<file path="config.mk">
export PLATFORM = sky130hd
export DESIGN_NAME = mbr_store
export DESIGN_NICKNAME = d
export VERILOG_FILES = /design/src/rtl/mbr_store.sv
export SDC_FILE = /design/constraint.sdc
export NUM_CORES = 1
export LEC_CHECK = 0
export BUFFER_PORTS_ARGS = -buffer_cell sky130_fd_sc_hd__buf_2
export CAP_MARGIN = 20
export CORE_UTILIZATION = 45
export DETAILED_ROUTE_END_ITERATION = 10
export PLACE_DENSITY = 0.68
export SLEW_MARGIN = 40
export SYNTH_ARGS = -nofsm -noshare
export SYNTH_HDL_FRONTEND = slang
export SYNTH_SLANG_ARGS = --single-unit
</file>
<file path="constraint.sdc">
create_clock -name clk -period 2.65 [get_ports clk]
set_input_delay 0.265 -clock clk [delete_from_list [all_inputs] [get_ports clk]]
set_output_delay 0.265 -clock clk [all_outputs]
set_load 0.03 [all_outputs]
</file>
<file path="src/rtl/mbr_store.sv">
// Store path from accumulator to memory: registered four-state write handshake with timeout.
// Optional build macro MBR_STORE_QUEUE_EN adds a one-entry pending slot for store strobes that arrive while busy.
`timescale 1ns/1ps
module mbr_store #(
    parameter int DATA_W  = 16,
    parameter int ADDR_W  = 8,
    parameter int TIMEOUT = 15
) (
    input  logic              clk,
    input  logic              rst,
    input  logic              C12,
    input  logic [DATA_W-1:0] ACC_in,
    input  logic [ADDR_W-1:0] MAR_in,
    input  logic              mem_ack,
    output logic              mem_we,
    output logic [ADDR_W-1:0] mem_addr,
    output logic [DATA_W-1:0] mem_wdata,
    output logic              busy,
    output logic              done,
    output logic              err
);

    localparam logic [1:0] ST_IDLE = 2'd0;
    localparam logic [1:0] ST_REQ  = 2'd1;
    localparam logic [1:0] ST_DONE = 2'd2;
    localparam logic [1:0] ST_FAIL = 2'd3;

    // The last REQ cycle is the one where the counter holds TIMEOUT-1.
    localparam logic [7:0] CNT_LAST = 8'(TIMEOUT - 1);

    logic [1:0]        state_reg, state_next;
    logic [7:0]        cnt_reg, cnt_next;
    logic              we_reg, we_next;
    logic [ADDR_W-1:0] addr_reg, addr_next;
    logic [DATA_W-1:0] wdata_reg, wdata_next;
    logic              busy_reg, busy_next;
    logic              done_reg, done_next;
    logic              err_reg, err_next;

`ifdef MBR_STORE_QUEUE_EN
    logic              slot_full_reg, slot_full_next;
    logic [ADDR_W-1:0] slot_addr_reg, slot_addr_next;
    logic [DATA_W-1:0] slot_data_reg, slot_data_next;
`endif

    always_comb begin
        state_next = state_reg;
        cnt_next   = cnt_reg;
        we_next    = we_reg;
        addr_next  = addr_reg;
        wdata_next = wdata_reg;
        done_next  = 1'b0;
        err_next   = err_reg;
`ifdef MBR_STORE_QUEUE_EN
        slot_full_next = slot_full_reg;
        slot_addr_next = slot_addr_reg;
        slot_data_next = slot_data_reg;
`endif
        case (state_reg)
            ST_IDLE: begin
                if (C12) begin
                    state_next = ST_REQ;
                    we_next    = 1'b1;
                    cnt_next   = 8'd0;
                    addr_next  = MAR_in;
                    wdata_next = ACC_in;
                    err_next   = 1'b0;
                end
            end
            ST_REQ: begin
                if (mem_ack) begin
                    state_next = ST_DONE;
                    we_next    = 1'b0;
                    done_next  = 1'b1;
                end else if (cnt_reg == CNT_LAST) begin
                    state_next = ST_FAIL;
                    we_next    = 1'b0;
                    err_next   = 1'b1;
                end else begin
                    cnt_next = cnt_reg + 8'd1;
                end
`ifdef MBR_STORE_QUEUE_EN
                if (C12) begin
                    if (!slot_full_reg) begin
                        slot_full_next = 1'b1;
                        slot_addr_next = MAR_in;
                        slot_data_next = ACC_in;
                    end else begin
                        err_next = 1'b1;
                    end
                end
`else
                if (C12) begin
                    err_next = 1'b1;
                end
`endif
            end
            default: begin
                // DONE and FAIL both last one cycle before returning to IDLE or relaunching.
                state_next = ST_IDLE;
`ifdef MBR_STORE_QUEUE_EN
                if (slot_full_reg) begin
                    state_next     = ST_REQ;
                    we_next        = 1'b1;
                    cnt_next       = 8'd0;
                    addr_next      = slot_addr_reg;
                    wdata_next     = slot_data_reg;
                    slot_full_next = 1'b0;
                    if (C12) begin
                        slot_full_next = 1'b1;
                        slot_addr_next = MAR_in;
                        slot_data_next = ACC_in;
                    end
                end else if (C12) begin
                    state_next = ST_REQ;
                    we_next    = 1'b1;
                    cnt_next   = 8'd0;
                    addr_next  = MAR_in;
                    wdata_next = ACC_in;
                end
`else
                if (C12) begin
                    err_next = 1'b1;
                end
`endif
            end
        endcase
        busy_next = (state_next != ST_IDLE);
    end

    always_ff @(posedge clk or posedge rst) begin
        if (rst) begin
            state_reg <= ST_IDLE;
            cnt_reg   <= 8'd0;
            we_reg    <= 1'b0;
            addr_reg  <= '0;
            wdata_reg <= '0;
            busy_reg  <= 1'b0;
            done_reg  <= 1'b0;
            err_reg   <= 1'b0;
        end else begin
            state_reg <= state_next;
            cnt_reg   <= cnt_next;
            we_reg    <= we_next;
            addr_reg  <= addr_next;
            wdata_reg <= wdata_next;
            busy_reg  <= busy_next;
            done_reg  <= done_next;
            err_reg   <= err_next;
        end
    end

`ifdef MBR_STORE_QUEUE_EN
    always_ff @(posedge clk or posedge rst) begin
        if (rst) begin
            slot_full_reg <= 1'b0;
            slot_addr_reg <= '0;
            slot_data_reg <= '0;
        end else begin
            slot_full_reg <= slot_full_next;
            slot_addr_reg <= slot_addr_next;
            slot_data_reg <= slot_data_next;
        end
    end
`endif

    assign mem_we    = we_reg;
    assign mem_addr  = addr_reg;
    assign mem_wdata = wdata_reg;
    assign busy      = busy_reg;
    assign done      = done_reg;
    assign err       = err_reg;

endmodule

</file>
==> run_results.csv <==
group,metric,value,unit
die,start_util,48.6,%
route,vias,1112,
power_and_ir_drop,power.density,1020,mW/mm²
timing,rsz0062_at_grt,"no",
die,pin_count,56,
critical_path,setup.worst_path.end_class,"flop",
route,drc,0,
grt,grt_max_degree,39,
final_layout,antenna_cells,0,
critical_path,worst_ep_arrival_time,1.86,ns
run,maxCapViolCount,0,
critical_path,start_kind,"flop",
final_layout,finish.utilization,60.6,%
grt,grt_remaining_overflow,0,
placed_design,place_inst,218,
final_layout,largest_reg_flops,16,
power_and_ir_drop,leakage,0.00102,µW
grt,antenna_found_initial,0,
timing,fmax,0.593,GHz
logic_synthesis,synth_cells,118,
route,drt_iter0_markers,23,
logic_synthesis,avgSynthCellArea,14.3,µm²
clock_tree,insertion_delay,0.28,ns
final_layout,final_common_cell,"buf_2",
timing,worst_pin_slew,0.466,ns
clock_tree,cts_buffers,5,
logic_synthesis,syn-num-nets,148,
outcome,status,"finished clean",
route,wl,2920,µm
die,fp.dieH,63.2,µm
clock_tree,clk_pin_slew,0.07,ns
final_layout,nets,209,
timing,hold_viol_final,0,
clock_tree,cts_tree,"done",
clock_tree,cts_max_path_buffers,2,
critical_path,critPathKind,"flop to flop",
final_layout,stdcell_area,0.00210,mm²
grt,grt_pass1_wl,5110,µm
timing,fin_crit,1.69,ns
placed_design,gp_congestion,0.808,
timing,tns,0,ns
logic_synthesis,synth.distinct_cells,26,
critical_path,critPathMaxStageDelay,0.48,ns
clock_tree,cts_root_buf,"clkbuf_8",
timing,hold-worst-slack,0.0809,ns
timing,finalCritPeriodShare,63.6,%
logic_synthesis,yosys.area_share.adder,1.48,%
clock_tree,cts_num_sinks,38,
critical_path,rrSetupSlack,0.96,ns
clock_tree,post-cts-setup-buffer-count,0,
route,dr.pass1.iters,2,
final_layout,syn_to_final_growth,24.7,%
placed_design,hpwl,2090,µm
critical_path,critPathSlowestCell,"dfrtp_1",
final_layout,final-instance-count-excl-fill,226,
placed_design,placed_area,0.00201,mm²
critical_path,worstPathCellList,"nor3b_4 -> buf_4 -> and2b_1 -> mux2_2",
timing,finalMaxSlewViolations,0,
logic_synthesis,synth-simple-area-share,13.5,%
die,design.die.area,0.00400,mm²
logic_synthesis,synth_top_family_by_area,"multiplexers",
clock_tree,ctsHoldBuffers,0,
route,vias_per_cell,4.92,
grt,grt_use_total,16.9,%
critical_path,critPathBufInv,1,
die,rows,21,
clock_tree,cts.repair.resized,0,
timing,max-slew-margin-rel,68.9,%
power_and_ir_drop,vdd_drop_max,0.000621,V
critical_path,cp_top_family,"flip-flops",
placed_design,port_buffers,55,
logic_synthesis,syn_area,0.00169,mm²
die,core-area,0.00347,mm²
logic_synthesis,synth_seq_cells,38,
final_layout,fill_cells,291,
clock_tree,htree_levels,2,
critical_path,crit_required,2.82,ns
timing,fin_skew,0.00486,ns
logic_synthesis,synthMuxAreaShare,19.4,%
logic_synthesis,synth-xor-area-share,1.56,%
final_layout,drive_gt1_share,57.2,%
critical_path,path_max_fanout,35,
logic_synthesis,synth_seq_area_share,56.4,%
die,die_w,63.2,µm
final_layout,layout_common_cells,"buf_2, dfrtp_1, mux2_2, nor2_1, clkbuf_8",
route,wl_per_cell,12.9,µm
timing,setup_viol,0,
grt,grt_pass1_vias,1127,
route,antenna_left,0,
logic_synthesis,synth_warnings,0,
logic_synthesis,synth-compound-area-share,5.49,%
worst_hold_path,hp-class,"input port to asynchronous set/reset pin",
[layout make-up]
type / instances / area, µm² / share of cell area (%)
tap: 46 / 57.6 / 2.74
multi-input combinational: 73 / 698 / 33.2
clock buffer: 7 / 86.3 / 4.10
clock inverter: 1 / 5.00 / 0.238
sequential: 38 / 951 / 45.2
timing repair buffer: 57 / 290 / 13.8
inverter: 4 / 15.0 / 0.714
[power by group]
| group | internal [µW] | switching [µW] | total, µW |
|---|---|---|---|
| clock | 210 | 186 | 396 |
| sequential | 768 | 112 | 880 |
| combinational | 318 | 543 | 861 |
| total | 1300 | 842 | 2140 |
[logic make-up (layout without fill, tap and decap cells)]
group           after synthesis  in the layout
flops                        38             38
compound gates                6              6
xor+xnor                      3              3
fa+ha+maj                     2              2
mux                          29             29
buf+inv                       7             69
simple gates                 33             33
[tightest hold or removal path, stage by stage]
cell and delay [ns]:
buf_2 0.09, inv_1 0.04, buf_4 0.40
[final timing paths]
| kind | cells past startpoint | end | startpoint |
|---|---|---|---|
| setup reg to reg | 4 | cnt_reg[2] | state_reg[0] |
| hold reg to reg | 1 | mem_wdata[9] | mem_wdata[9] |
| setup / recovery | 4 | cnt_reg[2] | state_reg[0] |
| hold / removal | 3 | mem_wdata[8] | rst |
| max in group asynchronous | 3 | mem_addr[0] | rst |
| min in group clk | 2 | mem_addr[4] | MAR_in[4] |
[per-layer routing]
| metal | vias to the layer above | GRT usage [%] | routed length (µm) |
|---|---|---|---|
| met5 | - | 0 | 0 |
| met1 | 547 | 21.3 | 1360 |
| li1 | 530 | - | - |
| met3 | 4 | 5.62 | 130 |
| met4 | 0 | 7.67 | 40 |
| met2 | 31 | 26.2 | 1390 |
[through the flow]
step                      power [µW]  setup WS [ns]
after floorplan                 1520           1.14
after global placement          1740           1.02
after detailed placement        1760          0.962
after CTS                       2160          0.959
after global routing            2260          0.844
final                           2140          0.965
[Yosys cell counts (all sizes together)]
cell,count,area share (%)
nand3b,2,0.89
nand2,3,0.67
nor2,12,2.8
and4bb,1,0.74
nand3,3,0.89
inv,4,0.89
and2b,2,0.89
xnor2,3,1.6
a21oi,2,1.3
a2111oi,2,3.3
nand2b,2,1.6
nor3b,1,1.1
ha,2,1.5
and3,1,0.37
buf,3,1.3
mux2,29,19
nor2b,2,0.74
or2,1,0.37
or2b,1,0.45
o32ai,1,0.52
nand4b,2,1.9
a211oi,1,0.45
dfrtp,38,56
(Power assumes the default switching activity.)
